## src/rtl/oric_key_matrix.sv

```systemverilog
// PS/2-to-matrix keyboard for the Oric core: full key-state array, FIFO-fed key
// injector for auto-type, and registered active-low row sense for the scanned column.
module oric_key_matrix #(
    parameter int NCOLS       = 8,
    parameter int NROWS       = 8,
    parameter int HOLD_CYCLES = 480000,
    parameter int FIFO_DEPTH  = 16,
    parameter int SHIFT_COL   = 4,
    parameter int SHIFT_ROW   = 4,
    localparam int CW = (NCOLS > 1) ? $clog2(NCOLS) : 1,
    localparam int RW = (NROWS > 1) ? $clog2(NROWS) : 1,
    localparam int DW = 1 + CW + RW
) (
    input  logic             clk,
    input  logic             reset_n,
    input  logic [10:0]      ps2_key,
    input  logic [CW-1:0]    col,
    output logic [NROWS-1:0] row_n,
    input  logic             inj_valid,
    input  logic [DW-1:0]    inj_data,
    output logic             inj_ready,
    output logic             inj_busy,
    output logic             swnmi,
    output logic             swrst,
    output logic             any_key
);

    localparam int AW = (FIFO_DEPTH > 1) ? $clog2(FIFO_DEPTH) : 1;
    localparam int TW = (HOLD_CYCLES > 1) ? $clog2(HOLD_CYCLES) : 1;
    localparam logic [TW-1:0] HOLD_LAST = TW'(HOLD_CYCLES - 1);

    localparam logic [1:0] ST_IDLE    = 2'd0;
    localparam logic [1:0] ST_PRESS   = 2'd1;
    localparam logic [1:0] ST_RELEASE = 2'd2;

    // Returns {hit, col[3:0], row[3:0]}; arrows match with or without the E0 prefix.
    function automatic logic [8:0] key_map(input logic ext, input logic [7:0] code);
        logic [8:0] m;
        case ({ext, code})
            9'h05a:         m = {1'b1, 4'd7, 4'd5};
            9'h01c:         m = {1'b1, 4'd6, 4'd5};
            9'h029:         m = {1'b1, 4'd4, 4'd0};
            9'h012:         m = {1'b1, 4'd4, 4'd4};
            9'h059:         m = {1'b1, 4'd7, 4'd4};
            9'h014:         m = {1'b1, 4'd2, 4'd4};
            9'h045:         m = {1'b1, 4'd7, 4'd2};
            9'h011:         m = {1'b1, 4'd5, 4'd4};
            9'h066, 9'h171: m = {1'b1, 4'd5, 4'd5};
            9'h075, 9'h175: m = {1'b1, 4'd4, 4'd3};
            9'h06b, 9'h16b: m = {1'b1, 4'd4, 4'd5};
            9'h072, 9'h172: m = {1'b1, 4'd4, 4'd6};
            9'h074, 9'h174: m = {1'b1, 4'd4, 4'd7};
            default:        m = 9'd0;
        endcase
        return m;
    endfunction

    logic                        r_tog;
    logic [NCOLS-1:0][NROWS-1:0] r_key_state;
    logic [DW-1:0]               r_mem [FIFO_DEPTH];
    logic [AW:0]                 r_wr_ptr;
    logic [AW:0]                 r_rd_ptr;
    logic [1:0]                  r_state;
    logic [TW-1:0]               r_timer;
    logic                        r_inj_shift;
    logic [CW-1:0]               r_inj_col;
    logic [RW-1:0]               r_inj_row;

    logic                        w_event;
    logic [8:0]                  w_map;
    logic                        w_map_ok;
    logic [CW-1:0]               w_map_col;
    logic [RW-1:0]               w_map_row;
    logic                        w_empty;
    logic                        w_full;
    logic                        w_pop;
    logic                        w_push;
    logic [NCOLS-1:0][NROWS-1:0] w_inj;
    logic [NCOLS-1:0][NROWS-1:0] w_eff;
    logic [NROWS-1:0]            w_sel;

    assign w_event   = ps2_key[10] != r_tog;
    assign w_map     = key_map(ps2_key[8], ps2_key[7:0]);
    assign w_map_ok  = w_map[8] && ({28'd0, w_map[7:4]} < NCOLS) && ({28'd0, w_map[3:0]} < NROWS);
    assign w_map_col = CW'(w_map[7:4]);
    assign w_map_row = RW'(w_map[3:0]);

    assign w_empty   = r_wr_ptr == r_rd_ptr;
    assign w_full    = (r_wr_ptr[AW] != r_rd_ptr[AW]) && (r_wr_ptr[AW-1:0] == r_rd_ptr[AW-1:0]);
    assign w_pop     = (r_state == ST_IDLE) && !w_empty;
    // A pop in the same cycle frees the head slot, so a full FIFO can still accept.
    assign w_push    = inj_valid && (!w_full || w_pop);
    assign inj_ready = !w_full;
    assign inj_busy  = !w_empty || (r_state != ST_IDLE);

    // Injected matrix bits while the injector is holding a key.
    always_comb begin
        w_inj = '0;
        if (r_state == ST_PRESS) begin
            w_inj[r_inj_col][r_inj_row] = 1'b1;
            if (r_inj_shift) begin
                w_inj[SHIFT_COL][SHIFT_ROW] = 1'b1;
            end else begin
                w_inj[SHIFT_COL][SHIFT_ROW] = w_inj[SHIFT_COL][SHIFT_ROW];
            end
        end else begin
            w_inj = '0;
        end
    end

    assign w_eff = r_key_state | w_inj;

    // Column select of the effective matrix; out-of-range columns read as idle.
    always_comb begin
        w_sel = '0;
        if ({{(32-CW){1'b0}}, col} < NCOLS) begin
            w_sel = w_eff[col];
        end else begin
            w_sel = '0;
        end
    end

    // PS/2 event tracking, physical key state and F10/F11 break/reset keys.
    always_ff @(posedge clk) begin
        if (!reset_n) begin
            r_tog       <= ps2_key[10];
            r_key_state <= '0;
            swnmi       <= 1'b0;
            swrst       <= 1'b0;
        end else begin
            r_tog <= ps2_key[10];
            if (w_event) begin
                case ({ps2_key[8], ps2_key[7:0]})
                    9'h009:  swnmi <= ps2_key[9];
                    9'h078:  swrst <= ps2_key[9];
                    default: begin
                        if (w_map_ok) begin
                            r_key_state[w_map_col][w_map_row] <= ps2_key[9];
                        end else begin
                            r_key_state <= r_key_state;
                        end
                    end
                endcase
            end else begin
                r_key_state <= r_key_state;
            end
        end
    end

    // Injection FIFO storage; contents need no reset since pointers gate them.
    always_ff @(posedge clk) begin
        if (w_push) begin
            r_mem[r_wr_ptr[AW-1:0]] <= inj_data;
        end else begin
            r_mem[r_wr_ptr[AW-1:0]] <= r_mem[r_wr_ptr[AW-1:0]];
        end
    end

    // FIFO pointers and the press/release injector sequencer.
    always_ff @(posedge clk) begin
        if (!reset_n) begin
            r_wr_ptr    <= '0;
            r_rd_ptr    <= '0;
            r_state     <= ST_IDLE;
            r_timer     <= '0;
            r_inj_shift <= 1'b0;
            r_inj_col   <= '0;
            r_inj_row   <= '0;
        end else begin
            r_wr_ptr <= w_push ? r_wr_ptr + (AW+1)'(1) : r_wr_ptr;
            case (r_state)
                ST_IDLE: begin
                    if (w_pop) begin
                        {r_inj_shift, r_inj_col, r_inj_row} <= r_mem[r_rd_ptr[AW-1:0]];
                        r_rd_ptr <= r_rd_ptr + (AW+1)'(1);
                        r_timer  <= HOLD_LAST;
                        r_state  <= ST_PRESS;
                    end else begin
                        r_state <= ST_IDLE;
                    end
                end
                ST_PRESS, ST_RELEASE: begin
                    if (r_timer == '0) begin
                        r_timer <= HOLD_LAST;
                        r_state <= (r_state == ST_PRESS) ? ST_RELEASE : ST_IDLE;
                    end else begin
                        r_timer <= r_timer - TW'(1);
                    end
                end
                default: r_state <= ST_IDLE;
            endcase
        end
    end

    // Registered row sense and any-key flag.
    always_ff @(posedge clk) begin
        if (!reset_n) begin
            row_n   <= '1;
            any_key <= 1'b0;
        end else begin
            row_n   <= ~w_sel;
            any_key <= |w_eff;
        end
    end

endmodule
```

## config.mk

```make
export PLATFORM = sky130hd
export DESIGN_NAME = oric_key_matrix
export DESIGN_NICKNAME = d
export VERILOG_FILES = /design/src/rtl/oric_key_matrix.sv
export SDC_FILE = /design/constraint.sdc
export NUM_CORES = 1
export LEC_CHECK = 0
export ABC_CLOCK_PERIOD_IN_PS = 3000
export CAP_MARGIN = 20
export CORE_ASPECT_RATIO = 2
export CORE_MARGIN = 3
export CORE_UTILIZATION = 40
export DETAILED_ROUTE_END_ITERATION = 12
export PLACE_DENSITY_LB_ADDON = 0.25
export SYNTH_ARGS = -nofsm -noshare
export SYNTH_HDL_FRONTEND = slang
export SYNTH_SLANG_ARGS = --single-unit
```

## constraint.sdc

```tcl
create_clock -name clk -period 3 [get_ports clk]
set_input_delay 0.6 -clock clk [delete_from_list [all_inputs] [get_ports clk]]
set_output_delay 0.6 -clock clk [all_outputs]
set_load 0.03 [all_outputs]
```

# After elaboration in Yosys (flattened, before gate mapping)
# Memories as Yosys holds them, arrays and structs flattened. A register that Yosys moved wholly into a read port is not among the register bits.
# Index checks and enable logic that the tools add are counted.
# W data, S select, Z words.
dict set report totals {
  mem_count 1
  ramBits 112
  regBits 107
  output_inout_bits 13
  word_cells 122
  in_bits 24
}
# name depth width rd rd_clocked_by_memory_dff write_ports line_no
set memory_table {}
lappend memory_table {r_mem 16 7 1 1 1 60} ;# logic [DW-1:0] r_mem [FIFO_DEPTH];
dict set report op_classes {
  n_eq_ne 29
  muxes 25
  reduce_logical 32
  bitwise_logic 4
  n_lt_le_gt_ge 11
  add_sub_neg 3
}
# op n
set op_table {}
lappend op_table {{$pmux W9 S13} 1}
lappend op_table {{$eq A9 B7 Y1 const B} 9}
lappend op_table {{$bwmux W64} 1}
lappend op_table {{$mux W64} 1}
lappend op_table {{$or A64 B64 Y64} 1}
lappend op_table {{$reduce_or A64 Y1} 1}
lappend op_table {{$demux W8 S3} 2}
lappend op_table {{$eq A9 B9 Y1 const B} 5}
lappend op_table {{$mux W19} 2}
lappend op_table {{$pmux W19 S2} 1}
lappend op_table {{$eq A9 B5 Y1 const B} 4}
lappend op_table {{$bmux W8 S3} 1}
lappend op_table {{$mux W8} 3}
lappend op_table {{$lt A3 B4 Y1 const B} 5}
lappend op_table {{$logic_not A19 Y1} 1}
lappend op_table {{$sub A19 B1 Y19 const B} 1}
lappend op_table {{$reduce_or A2 Y1} 7}
lappend op_table {{$ge A3 B1 Y1 const B} 4}
lappend op_table {{$add A5 B1 Y5 const B} 2}
lappend op_table {{$reduce_and A2 Y1} 5}
lappend op_table {{$eq A9 B4 Y1 const B} 1}
lappend op_table {{$eq A9 B6 Y1 const B} 1}
lappend op_table {{$logic_and A1 B1 Y1} 9}
lappend op_table {{$lt A4 B4 Y1 const B} 2}
lappend op_table {{20 further kinds} 34}

# Depth between registers and ports, before layout
# Gate-level depths: netlist (run 1).
dict set report depth {
  ltp_word 12
  mapped_depth 9
  depth_no_buf 8
}

# Least setup slack after synthesis (run 1)
# No wires, ideal clock.
dict set report synth_path {
  kind {input port to flip-flop}
  start {in ps2_key[8]}
  end {reg r_key_state[36] in the netlist's numbering}
  arrival_time_ps 2331
  setup_ps 72
  path_buffers 1
  slack_ps 598
  cell_stages 7
  path_cell_list {buf_6 -> or4b_4 -> or4_4 -> nand2_1 -> o2111a_2 -> and4b_1 -> mux2i_1}
}
dict set report synth_via {
  elab_chain_cells 10
  elab_cells_between_ends 44
  cone_classes {order compare (6); eq/ne (20); mux (6); bitwise (1); reduce/logical (11)}
}
# element line_no
set synth_rtl {}
lappend synth_rtl {{start, declared} 16} ;# input logic [10:0] ps2_key,
lappend synth_rtl {{$eq A9 B7 Y1 or $eq A9 B9 Y1 (tied branches)} 39} ;# case ({ext, code})
lappend synth_rtl {{$reduce_or A2 Y1} 39}
lappend synth_rtl {{$pmux W9 S13} 39}
lappend synth_rtl {{$lt A3 B4 Y1 (implied by the code) or $ge A3 B1 Y1 (tied branches)} 138} ;# r_key_state[w_map_col][w_map_row] <= ps2_key[9];
lappend synth_rtl {{$logic_and A1 B1 Y1 (implied by the code)} 138}
lappend synth_rtl {{$mux W1 (implied by the code)} 138}
lappend synth_rtl {{$demux W1 S3} 138}
lappend synth_rtl {{$mux W8 (implied by the code)} 138}
lappend synth_rtl {{$demux W8 S3} 138}
lappend synth_rtl {{$bwmux W64} 138}
lappend synth_rtl {{end signal, assigned by index} 138}
lappend synth_rtl {{end signal, assigned} 140} ;# r_key_state <= r_key_state;
lappend synth_rtl {{end signal, assigned} 145} ;# r_key_state <= r_key_state;
lappend synth_rtl {{end, declared} 59} ;# logic [NCOLS-1:0][NROWS-1:0] r_key_state;
# Parallel ways exist; a longest one is shown, timed or not.
# A chain may end at the register's enable or synchronous reset.

# Final worst setup path (run 1)
dict set report layout_path {
  start {reg r_wr_ptr[0]}
  end {out inj_ready}
}
dict set report layout_via {
  elab_chain_cells 3
}
# element line_no
set layout_rtl {}
lappend layout_rtl {{start, declared} 61} ;# logic [AW:0] r_wr_ptr;
lappend layout_rtl {{start signal, assigned} 170} ;# r_wr_ptr <= w_push ? r_wr_ptr + (AW+1)'(1) : r_wr_ptr;
lappend layout_rtl {{$eq A4 B4 Y1} 89} ;# assign w_full = (r_wr_ptr[AW] != r_rd_ptr[AW]) && (r_wr_ptr[AW-1:0] == r_rd_ptr[AW-1:0]);
lappend layout_rtl {{$logic_and A1 B1 Y1} 89}
lappend layout_rtl {{$logic_not A1 Y1} 93} ;# assign inj_ready = !w_full;
lappend layout_rtl {{end, declared} 21} ;# output logic inj_ready,
# Every way passes these cells.

==> results of run 1 <==
cell type report:
type                       count  area, µm²
clock buffer                  23        553
clock inverter                13        153
fill                        2351      13200
inverter                      16       60.1
multi-input combinational    558       4340
sequential                   226       5650
tap                          336        420
timing repair buffer         101        848
cell usage after synthesis, drive strengths merged (11+ instances only):
master  instances  share of area, %
nor3           15              0.78
nand2          32               1.2
xnor2          12               1.0
nand2b         11              0.67
dfxtp         114                22
inv            15              0.55
buf            22               1.1
clkbuf         39               1.4
mux4           43               9.4
a21oi          82               4.0
xor2           22               1.9
edfxtp        112                33
o21ai          13              0.63
a211oi         31               2.3
nor2           64               2.3
nor4           16               1.0
nand4          11              0.73
mux2i          21               2.0
and2           54               3.3
path summary, 6_finish.rpt:
path | end | slack (ps) | cells past startpoint
min | r_key_state[13] | 450 | 2
max reg2reg | any_key | 500 | 7
max | inj_ready | 150 | 4
min reg2reg | r_key_state[13] | 450 | 2
sequential cells by signal (all words and copies together), names as in the netlist, 2 cells and up:
name / count
r_key_state: 64
r_timer: 19
r_state: 2
r_mem: 112
r_rd_ptr: 5
r_inj_col: 3
r_inj_row: 3
row_n: 8
r_wr_ptr: 5
cells in the final DEF, fill, tap and decap left out, types with 5 or more instances in the layout:
| master | n |
|---|---|
| buf_4 | 65 |
| xor2_1 | 22 |
| and2_1 | 54 |
| o21ai_0 | 12 |
| edfxtp_1 | 112 |
| ha_1 | 10 |
| nor4bb_1 | 7 |
| nor4_1 | 15 |
| clkbuf_16 | 21 |
| clkdlybuf4s50_1 | 33 |
| a21oi_1 | 82 |
| nor4b_1 | 7 |
| nor3b_2 | 5 |
| o211ai_1 | 7 |
| inv_1 | 14 |
| xnor2_1 | 11 |
| nand3_1 | 10 |
| nor3_1 | 14 |
| a31oi_1 | 6 |
| or3_1 | 5 |
| nor2b_1 | 6 |
| mux4_2 | 43 |
| a211oi_1 | 31 |
| clkinv_2 | 5 |
| nand3b_1 | 7 |
| mux2i_1 | 21 |
| nor2_1 | 64 |
| dfxtp_1 | 111 |
| nand2_1 | 32 |
| nand2b_1 | 11 |
| nand4_1 | 10 |
metrics by stage:
stage / cells / utilization (%)
after global routing: 1273 / 47.7
after global placement: 1237 / 44.8
after CTS: 1273 / 47.6
after detailed placement: 1237 / 44.8
after floorplan: 861 / -
final: 1273 / 47.7
per-layer routing:
layer,up-vias,share of wire [%]
li1,3345,-
met1,3411,34
met2,141,57
met3,68,3.0
met4,0,5.8
met5,-,0
cells by family after synthesis:
family          Yosys count
simple gates            282
compound gates          167
xor+xnor                 34
flops                   226
fa+ha+maj                10
mux                      65
buf+inv                  77
worst min-delay path, delay by kind of cell (launching register included):
family                 cells  cell delay [ps]
buffers and inverters      1               50
flip-flops                 1              330
AND/OR/NAND/NOR            1               30
repair_timing:
item	4_1_cts	5_1_grt
endpoints found under the hold margin	0	0
endpoints found under the setup margin	0	1
gates resized for setup	0	3
where the power goes:
group / leakage [nW] / internal (mW) / switching [mW]
clock network: 0.350 / 1.60 / 1.15
logic: 1.86 / 1.04 / 1.27
registers: 1.94 / 3.43 / 0.225
==> run summary, run 1 <==
The total CTS buffers came out at 21. The via count of the first global-routing pass is 7348. By area, the combinational part of the netlist is dominated by simple AND/OR/NAND/NOR gates. The final hold violation count is 0. The mux share of post-synthesis cell area came out at 11.5%. In this run the most critical hold path is launched from r_key_state[13]. The mapped netlist covers 10300 µm².

The post-layout instance area came out at 12000 µm². The highest net fanout along the worst path came out at 6. The distinct cell type count after synthesis is 75. The number of routed nets with antenna violations is 0.

The buffers inserted during post-CTS setup optimization is 0. The adder-cell share of the synthesized area came out at 1.21%. Timing analysis after detailed placement gives a worst setup slack of -14.1 ps. Setup repair after global routing left no endpoint under its margin. The met1 track demand over resource in global routing came out at 17.3%. The final worst setup slack is 154 ps. In this run the worst hold path is classified as reg -> reg. The post-route setup TNS is 0 ps. The number of vias per cell came out at 5.47.

CTS placed an instance of clkbuf_16 at the clock tree root. The first detailed-routing pass took 4 iterations. The fraction of synthesized cell area in xor and xnor cells came out at 2.89%. met2 is the most crowded layer.

The number of max-slew violations in the final report was 0. Traced cell by cell, the critical path runs through xnor2_1 > and4_1 > nand2b_1 > clkdlybuf4s50_1. The start point of the critical path is r_wr_ptr[0].

The slew of the pin with the lowest slew margin came out at 1020 ps. The class of the most critical setup path is reg -> out. The clock tree buffer depth came out at 3. The total power density per cell area is 724 nW/µm². The critical path data arrival time is 2250 ps.

In the global route stage, overall resource usage came out at 18.1%. 37 I/O pins were placed. The ratio of cells with drive above 1 in the final layout came out at 18.2%. The largest net degree at the start of global routing came out at 61. The flip-flop and latch count after synthesis is 226. The number of vias after detailed routing came out at 6965. The floorplan die area came out at 27800 µm². The first-pass GRT wire length came out at 39700 µm. The worst max-slew margin expressed relative to the limit is 31.6%.

The initial core utilization is 40.8%. The mean instance size in the synthesized netlist is 12.0 µm². The synthesized netlist devotes 10.2% of its cell area to compound gates. The run finished with clean final reports.

STA classifies the critical path endpoint as an output pin. For this run, design rule violations remaining after detail routing come to 0. The largest single stage delay on the critical path is 640 ps.

Global routing consumed, on the met2 layer, 36.5% of the routing resources. The peak supply drop is 0.524 mV. After detailed routing, the average wire length per cell comes to 19.5 µm.

The synthesized-area fraction occupied by and/or/nand/nor cells came out at 16.2%. The y dimension of the die came out at 233 µm. 0 antenna diodes ended up in the layout.

In this run the tool buffered the top-level ports with 36 buffer cells. Clock-pin slew was measured on the worst setup and hold paths at 70 ps. The worst setup path is launched from a register. The placeable core area is 25200 µm².

The final layout contains routed wiring with a total length of 24900 µm. The clock reaches the later pin of the worst-skew pair after 520 ps. Among all flip-flop cells after synthesis, the most frequent one is dfxtp_1. The count of yosys warnings during synthesis is 0.

The analysis attributes to cell leakage a power of 4.15 nW. For this run, the register share of the synthesized area comes to 54.8%. TritonCTS built the clock tree. The area growth from synthesis to layout is 16.7%.

The number of standard cells after synthesis is 861. The hold buffer count at CTS is 0. The met3 demand-to-capacity share in global routing is 1.99%.

Overall power consumption after layout is estimated at 8.71 mW. The synthesized design contains 112 enable-type register cells. Counting flops with an async set or reset pin after synthesis yields a share of 0%. The worst register-to-register path begins at r_state[1]. The slowest stage of the critical path belongs to the cell clkdlybuf4s50_1. The final critical delay including setup and external delays came out at 2850 ps.

The first-iteration detailed-routing DRC count is 271. The half-perimeter wire length after detailed placement came out at 18100 µm. The final global-route overflow total is 0. The fraction of the cycle the final worst path needs came out at 94.9%.

The tool flagged a number of max-cap violations equal to 0. The count of buffer and inverter cells on the critical path is 1. For the final database, setup skew stands at 11.9 ps. The number of levels in the clock H-tree came out at 1. The number of setup violations in the final report came out at 0. The initial antenna violation count came out at 0.

The width of the chip is 119 µm. The number of nets in the synthesized netlist is 895. Among cell families on the critical path, the largest total delay comes from buffers and inverters. The instance area after placement came out at 11300 µm².

Timing would allow up to 351 MHz. The layout net count is 958. The number of sinks handled by clock tree synthesis came out at 226. The initialized floorplan defines 82 standard-cell rows. The routability congestion estimate came out at 0.869. The tightest hold margin came out at 450 ps.

At the worst endpoint, the required time is 2400 ps.
Power figures use the tool's default switching activity.
==> run 2, diff against run 1 <==
- ABC_CLOCK_PERIOD_IN_PS: 3000 -> 2700
- clock period: 3 -> 2.7 ns (I/O delays scaled with it)
==> run 2 against run 1 <==
  * Critical path depth unchanged
  * Sequential share of layout area decreased by 0.45 points
  * Global-route usage increased by 1.0 points
  * Setup slack improved by 3.6 ps
  * Cell area increased by 0.95%
  * Largest power group unchanged
  * Cell count increased by 2.0%
  * Clock skew increased by 2.2 ps
  * Non-clock buffer count increased by 26
  * Wire length increased by 5.1%
  * First-iteration DRC count increased by 64%
  * Clock power increased by 4%
==> run summary, run 2 (same netlist as run 1, synthesis figures left out) <==
The number of vias after detailed routing is 7150 (was 6965). The insertion delay to the later sink of the worst-skew pair is 520 ps (about the same). The worst-case hold path end point is r_key_state[13] (unchanged). The number of maximum-capacitance constraint violations came out at 0 (unchanged). The start point of the critical path is r_wr_ptr[0] (unchanged). The number of setup violations in the final report is 0 (unchanged). The worst max-slew margin expressed relative to the limit came out at 44.1% (was 31.6%). The number of cells in the finished layout apart from fillers came out at 1298 (was 1273). The initial antenna violation count came out at 0 (unchanged).

The detailed-route wire length came out at 26100 µm (was 24900 µm). The placeable core area is 25200 µm² (unchanged). The total CTS buffers came out at 20 (was 21). The total power density per cell area came out at 788 nW/µm² (was 724 nW/µm²). The highest net fanout along the worst path came out at 6 (unchanged). The buffers inserted during post-CTS setup optimization came out at 0 (unchanged). The static power due to leakage is 4.24 nW (was 4.15 nW). The layout filler cell count came to 2335 (was 2351). The critical hold path startpoint is r_key_state[13] (unchanged). The critical path data arrival time came out at 2000 ps (was 2250 ps). The routability congestion estimate is 0.898 (was 0.869). The total instance count after detailed placement came to 1263 (was 1237). The category of the worst setup path capture point is an output pin (unchanged). The number of routed nets with antenna violations is 0 (unchanged). The clock tree root driver cell is clkbuf_16 (unchanged). The first-iteration detailed-routing DRC count came out at 445 (was 271).

The final clock skew is 14.1 ps (was 11.9 ps). The global-route usage over all layers was 19.2% (was 18.1%). The depth of the most critical reg-to-reg path came to 7 (unchanged). The clock tree buffer depth is 3 (unchanged).

The launching point of the worst reg2reg path is r_state[1] (unchanged). The maximum clock frequency is 393 MHz. Outcome: complete, no violations (unchanged). The capturing point of the worst reg2reg path was any_key (unchanged). The final hold violation count came out at 0 (unchanged). The number of detailed-route iterations in the first pass came to 5 (was 4). The setup slack on the worst flop-to-flop path is 200 ps (was 500 ps). The number of port buffers came out at 36 (unchanged). The fraction of the cycle the final worst path needs is 94.2%. The number of remaining DRC errors is 0 (unchanged).

The width of the chip came out at 119 µm (unchanged). The number of antenna diodes is 0 (unchanged). The slew of the pin with the lowest slew margin came out at 836 ps (was 1020 ps). The CTS clock-pin slew for the worst setup and hold paths came out at 60 ps (was 70 ps). The top-level port count came to 37 (unchanged).

The ratio of cells with drive above 1 in the final layout came out at 19.9% (was 18.2%). The final routed wire length divided by cell count came out at 20.1 µm (was 19.5 µm). The final global-route overflow total is 0 (unchanged). The via count of the first global-routing pass is 7351 (was 7348). The half-perimeter wire length after detailed placement came to 19200 µm (was 18100 µm).

The peak supply drop is 0.625 mV (was 0.524 mV). The number of cells on the worst hold path came out at 2 (unchanged). The number of flip-flops under the largest register name is 112 (unchanged). The number of levels in the clock H-tree came out at 1 (unchanged).

The clock tree from TritonCTS is done (unchanged). Unrepaired setup endpoints after global routing: false (unchanged). The number of sinks handled by clock tree synthesis is 226 (unchanged). The standard-cell row count is 82 (unchanged). The class of the most critical setup path is reg -> out (unchanged).

The y dimension of the die came out at 233 µm (unchanged). The endpoint required time on the critical path came to 2160 ps (was 2400 ps). The layout net count came out at 983 (was 958). The post-placement worst setup slack came to -316 ps (was -14.1 ps). The first-pass GRT wire length came out at 41400 µm (was 39700 µm). The number of vias per cell is 5.51 (was 5.47). The largest net degree at the start of global routing came out at 61 (unchanged). The routed design could run at a clock period as short as 2540 ps. The number of max-slew violations in the final report is 0 (unchanged). The final worst setup slack was 158 ps (was 154 ps). The classification of the worst-slack hold path was reg -> reg (unchanged). The initial core utilization is 40.8% (unchanged). The area growth from synthesis to layout came out at 17.8% (was 16.7%). The floorplan die area is 27800 µm² (unchanged).

The nature of the critical path startpoint is a register (unchanged). Highest-count cells in the layout ignoring fill and taps: dfxtp_1 (112), edfxtp_1 (112), buf_4 (92) (was edfxtp_1 (112), dfxtp_1 (111), a21oi_1 (82)). The overall power after layout was 9.57 mW (was 8.71 mW).
## run 2: cell types whose count changed in the layout (fill, tap and decap cells not counted), sizes merged
cell / previous run / this run
clkinvlp: 1 / 2
clkinv: 8 / 7
clkbuf: 23 / 26
clkdlybuf4s50: 33 / 32
bufinv: 3 / 1
dlygate4sd2: 0 / 1
inv: 17 / 15
buf: 68 / 94
## run 2: how the worst max path moves through the flow
stage | to | slack [ps] | depth (start not counted)
after floorplan | r_key_state[36] | 360 | 7
after global placement | r_key_state[53] | -320 | 8
after detailed placement | r_key_state[53] | -320 | 8
after CTS | inj_ready | 60 | 4
after global routing | inj_ready | 60 | 4
final | inj_ready | 160 | 4
## run 2: report_power, final
group | total, mW | internal (mW) | leakage, nW | switching [mW]
Sequential | 4.05 | 3.81 | 1.94 | 0.240
Clock | 2.86 | 1.60 | 0.316 | 1.27
Combinational | 2.66 | 1.20 | 1.98 | 1.46
Total | 9.57 | 6.60 | 4.24 | 2.97
## run 2: stage by stage
stage / TNS (ps) / utilization [%] / cell area, µm² / hold slack, ps
final: 0 / 48.1 / 12100 / 447
after global routing: 0 / 48.1 / 12100 / 468
after CTS: 0 / 48.1 / 12100 / 441
after detailed placement: -2570 / 45.5 / 11500 / 441
after global placement: -2700 / 45.5 / 11500 / 439
after floorplan: 0 / - / 10300 / 421
## run 2: metal layers
layer,GRT usage (%),vias up,wire (µm)
li1,-,3403,-
met3,2.31,58,826
met5,0,-,0
met4,9.32,0,1270
met1,18.6,3528,8780
met2,38.8,161,15200
## run 2: what timing repair did
item / in CTS / in global routing
endpoints found under the setup margin: 1 / 1
hold buffers: 0 / 0
gates resized for setup: 1 / 1
## run 2: area by class of cell
type                            count  area (µm²)  area share (%)
Clock buffer                       26         574            4.73
Clock inverter                      9        72.6           0.598
Inverter                           16        60.1           0.495
Multi-Input combinational cell    558        4340            35.7
Sequential cell                   226        5650            46.5
Tap cell                          336         420            3.46
Timing Repair Buffer              127        1030            8.48
## run 2: critical path: stages (launching register included)
cell and delay, ps:
dfxtp_1 480, xnor2_1 180, and4_1 350, nand2b_1 110, dlygate4sd2_1 380
==> run 3, diff against run 2 <==
- CORE_UTILIZATION: 40 -> 57
==> run 3 against run 2 <==
  * Clock power hardly changed
  * Highest routed layer unchanged
  * Combinational power is 2% lower
  * Largest cell class unchanged
  * Worst hold slack better by 2.6 ps
  * Clock skew is 7.8 ps higher
  * Register-to-register slack worse by 90 ps
  * Cell area is 1.8% lower
  * Critical path depth is 3 higher
  * Die area is 29% lower
  * Non-clock buffer count is 14 lower
==> run summary, run 3 (same netlist as run 1, synthesis figures left out) <==
Outcome: complete, no violations (unchanged). The global-route usage over all layers is 25.7% (was 19.2%). The static power due to leakage came out at 4.17 nW (was 4.24 nW). The endpoint required time on the critical path came out at 3080 ps (was 2160 ps).

The post-placement worst setup slack came out at -183 ps (was -316 ps). The number of vias per cell came out at 6.20 (was 5.51). The number of sinks handled by clock tree synthesis came out at 226 (unchanged). The peak supply drop is 0.702 mV (was 0.625 mV). Unrepaired setup endpoints after global routing: false (unchanged). The number of maximum-capacitance constraint violations is 0 (unchanged).

The final routed wire length divided by cell count is 21.5 µm (was 20.1 µm). The number of max-slew violations in the final report came to 0 (unchanged). The fraction of the cycle the final worst path needs came out at 95.8% (was 94.2%). The floorplan die area came out at 19800 µm² (was 27800 µm²). The number of remaining DRC errors came out at 0 (unchanged). The buffers inserted during post-CTS setup optimization is 0 (unchanged). The half-perimeter wire length after detailed placement came to 18300 µm (was 19200 µm).

The largest stage delay on the critical path was 600 ps (was 480 ps). The portion of total power attributed to the clock network came out at 30.3% (was 29.9%). The maximum clock frequency came out at 387 MHz (was 393 MHz). The instance area after placement is 11300 µm² (was 11500 µm²). The total CTS buffers came to 21 (was 20). The number of routed nets with antenna violations came out at 0 (unchanged). The category of the worst setup path capture point is a register (was output pin).

The final worst setup slack came out at 113 ps (was 158 ps). The y dimension of the die came out at 196 µm (was 233 µm). The area growth from synthesis to layout is 15.7% (was 17.8%). The number of vias after detailed routing is 7217 (was 7150).

The internal power contribution was 6.58 mW (was 6.60 mW). The final critical delay including setup and external delays was 2590 ps (was 2540 ps). The placeable core area is 17800 µm² (was 25200 µm²). The number of detailed-route iterations in the first pass is 7 (was 5).

The post-cts gate resize count came out at 3 (was 1). The total power density per cell area came out at 800 nW/µm² (was 788 nW/µm²). The largest net degree at the start of global routing was 61 (unchanged). The classification of the worst-slack hold path was reg -> reg (unchanged). Ordered cell list for the critical path: inv_1 > ha_1 > buf_4 > nor3b_2 > a21oi_1 > mux4_2 > a211o_1 (was xnor2_1 > and4_1 > nand2b_1 > dlygate4sd2_1). The tightest hold margin is 450 ps (was 447 ps). Highest-count cells in the layout ignoring fill and taps: dfxtp_1 (112), edfxtp_1 (112), a21oi_1 (82) (was dfxtp_1 (112), edfxtp_1 (112), buf_4 (92)). The net load switching power was 2.95 mW (was 2.97 mW). The top-level port count came out at 37 (unchanged). The hold buffer count at CTS came out at 0 (unchanged). The number of setup violations in the final report is 0 (unchanged). The clock tree buffer depth was 3 (unchanged). The layout net count came to 970 (was 983). The number of antenna diodes came out at 0 (unchanged). The standard-cell row count is 69 (was 82).

The final global-route overflow total came out at 0 (unchanged). The count of buffer and inverter cells on the critical path is 2 (was 1). The width of the chip came out at 101 µm (was 119 µm). The dominant delay contributor by cell family on the critical path was simple AND/OR/NAND/NOR gates (was flip-flops). The initial antenna violation count was 0 (unchanged). The post-layout instance area is 11900 µm² (was 12100 µm²). The detailed-route wire length is 25000 µm (was 26100 µm). The sequential power share came out at 42.4% (was 42.3%). The relative contribution of combinational cells to total power is 27.2% (was 27.8%). The critical path data arrival time is 2970 ps (was 2000 ps). The first-iteration detailed-routing DRC count is 495 (was 445). The number of levels in the clock H-tree is 1 (unchanged). The worst max-slew margin expressed relative to the limit is 29.3% (was 44.1%). The final hold violation count came to 0 (unchanged). The CTS clock-pin slew for the worst setup and hold paths came out at 70 ps (was 60 ps). The clock tree from TritonCTS is done (unchanged). The highest net fanout along the worst path is 12 (was 6). The via count of the first global-routing pass is 7636 (was 7351). The slew of the pin with the lowest slew margin is 1050 ps (was 836 ps).

The clock tree root driver cell is clkbuf_16 (unchanged). The final clock skew came out at 22.0 ps (was 14.1 ps). The post-route setup TNS is 0 ps (unchanged). The share of total power consumed by net switching is 31.0% (about the same). The first-pass GRT wire length came out at 39800 µm (was 41400 µm). The initial core utilization came out at 57.9% (was 40.8%). The nature of the critical path startpoint is a register (unchanged). The routability congestion estimate was 0.925 (was 0.898).

The number of port buffers is 36 (unchanged). The insertion delay to the later sink of the worst-skew pair came out at 500 ps (was 520 ps). The class of the most critical setup path is reg -> reg (was reg -> out). The number of flip-flops under the largest register name is 112 (unchanged). The worst-path cell with the longest stage delay is nor3b_2 (was dfxtp_1). The ratio of cells with drive above 1 in the final layout came out at 18.6% (was 19.9%).
==> run 3: changes by cell type in the layout (fill, tap and decap cells not counted), sizes merged <==
cell / before / now
inv: 15 / 17
clkdlybuf4s50: 32 / 33
clkinv: 7 / 6
dlygate4sd2: 1 / 2
buf: 94 / 78
bufinv: 1 / 2
clkinvlp: 2 / 5
clkbuf: 26 / 24
==> run 3: routing by layer <==
layer  global-route usage, %  up-vias  wire length [µm]
li1                        -     3386                 -
met1                    25.4     3499              8190
met2                    49.6      242             14200
met3                    2.46       90               991
met4                    14.5        0              1590
met5                       0        -                 0
==> run 3: worst paths after layout <==
| check | endpoint | slack, ps | from | cells past startpoint |
|---|---|---|---|---|
| worst max-delay path | row_n[2] | 110 | r_state[1] | 7 |
| worst min-delay path | r_key_state[13] | 450 | r_key_state[13] | 2 |
| worst max register to register | row_n[2] | 110 | r_state[1] | 7 |
| worst min register to register | r_key_state[13] | 450 | r_key_state[13] | 2 |
==> run 3: tightest hold or removal path, stage by stage, from the launching register on <==
cell     delay, ps
dfxtp_1        330
inv_1           50
nor2_1          30
==> run 3: layout make-up <==
| cell class | instances | area (µm²) |
|---|---|---|
| Clock inverter | 14 | 133 |
| Multi-Input combinational cell | 558 | 4340 |
| Timing Repair Buffer | 113 | 943 |
| Fill cell | 1346 | 5860 |
| Clock buffer | 24 | 537 |
| Tap cell | 213 | 267 |
| Inverter | 16 | 60.1 |
| Sequential cell | 226 | 5650 |
==> run 3: stage by stage <==
stage / power, mW / instances / utilization (%)
after floorplan: 5.92 / 861 / -
after detailed placement: 6.71 / 1126 / 63.3
after CTS: 9.60 / 1164 / 67.0
after global placement: 6.60 / 1126 / 63.3
after global routing: 9.98 / 1164 / 67.0
final: 9.53 / 1164 / 67.0
==> run 3: power by group through the flow <==
stage	logic (mW)	registers, mW	clock network, mW
after floorplan	1.91	4.01	0
after global placement	2.50	4.09	0
after detailed placement	2.60	4.11	0
after CTS	2.61	4.04	2.95
after global routing	2.82	4.08	3.07
final	2.60	4.05	2.89
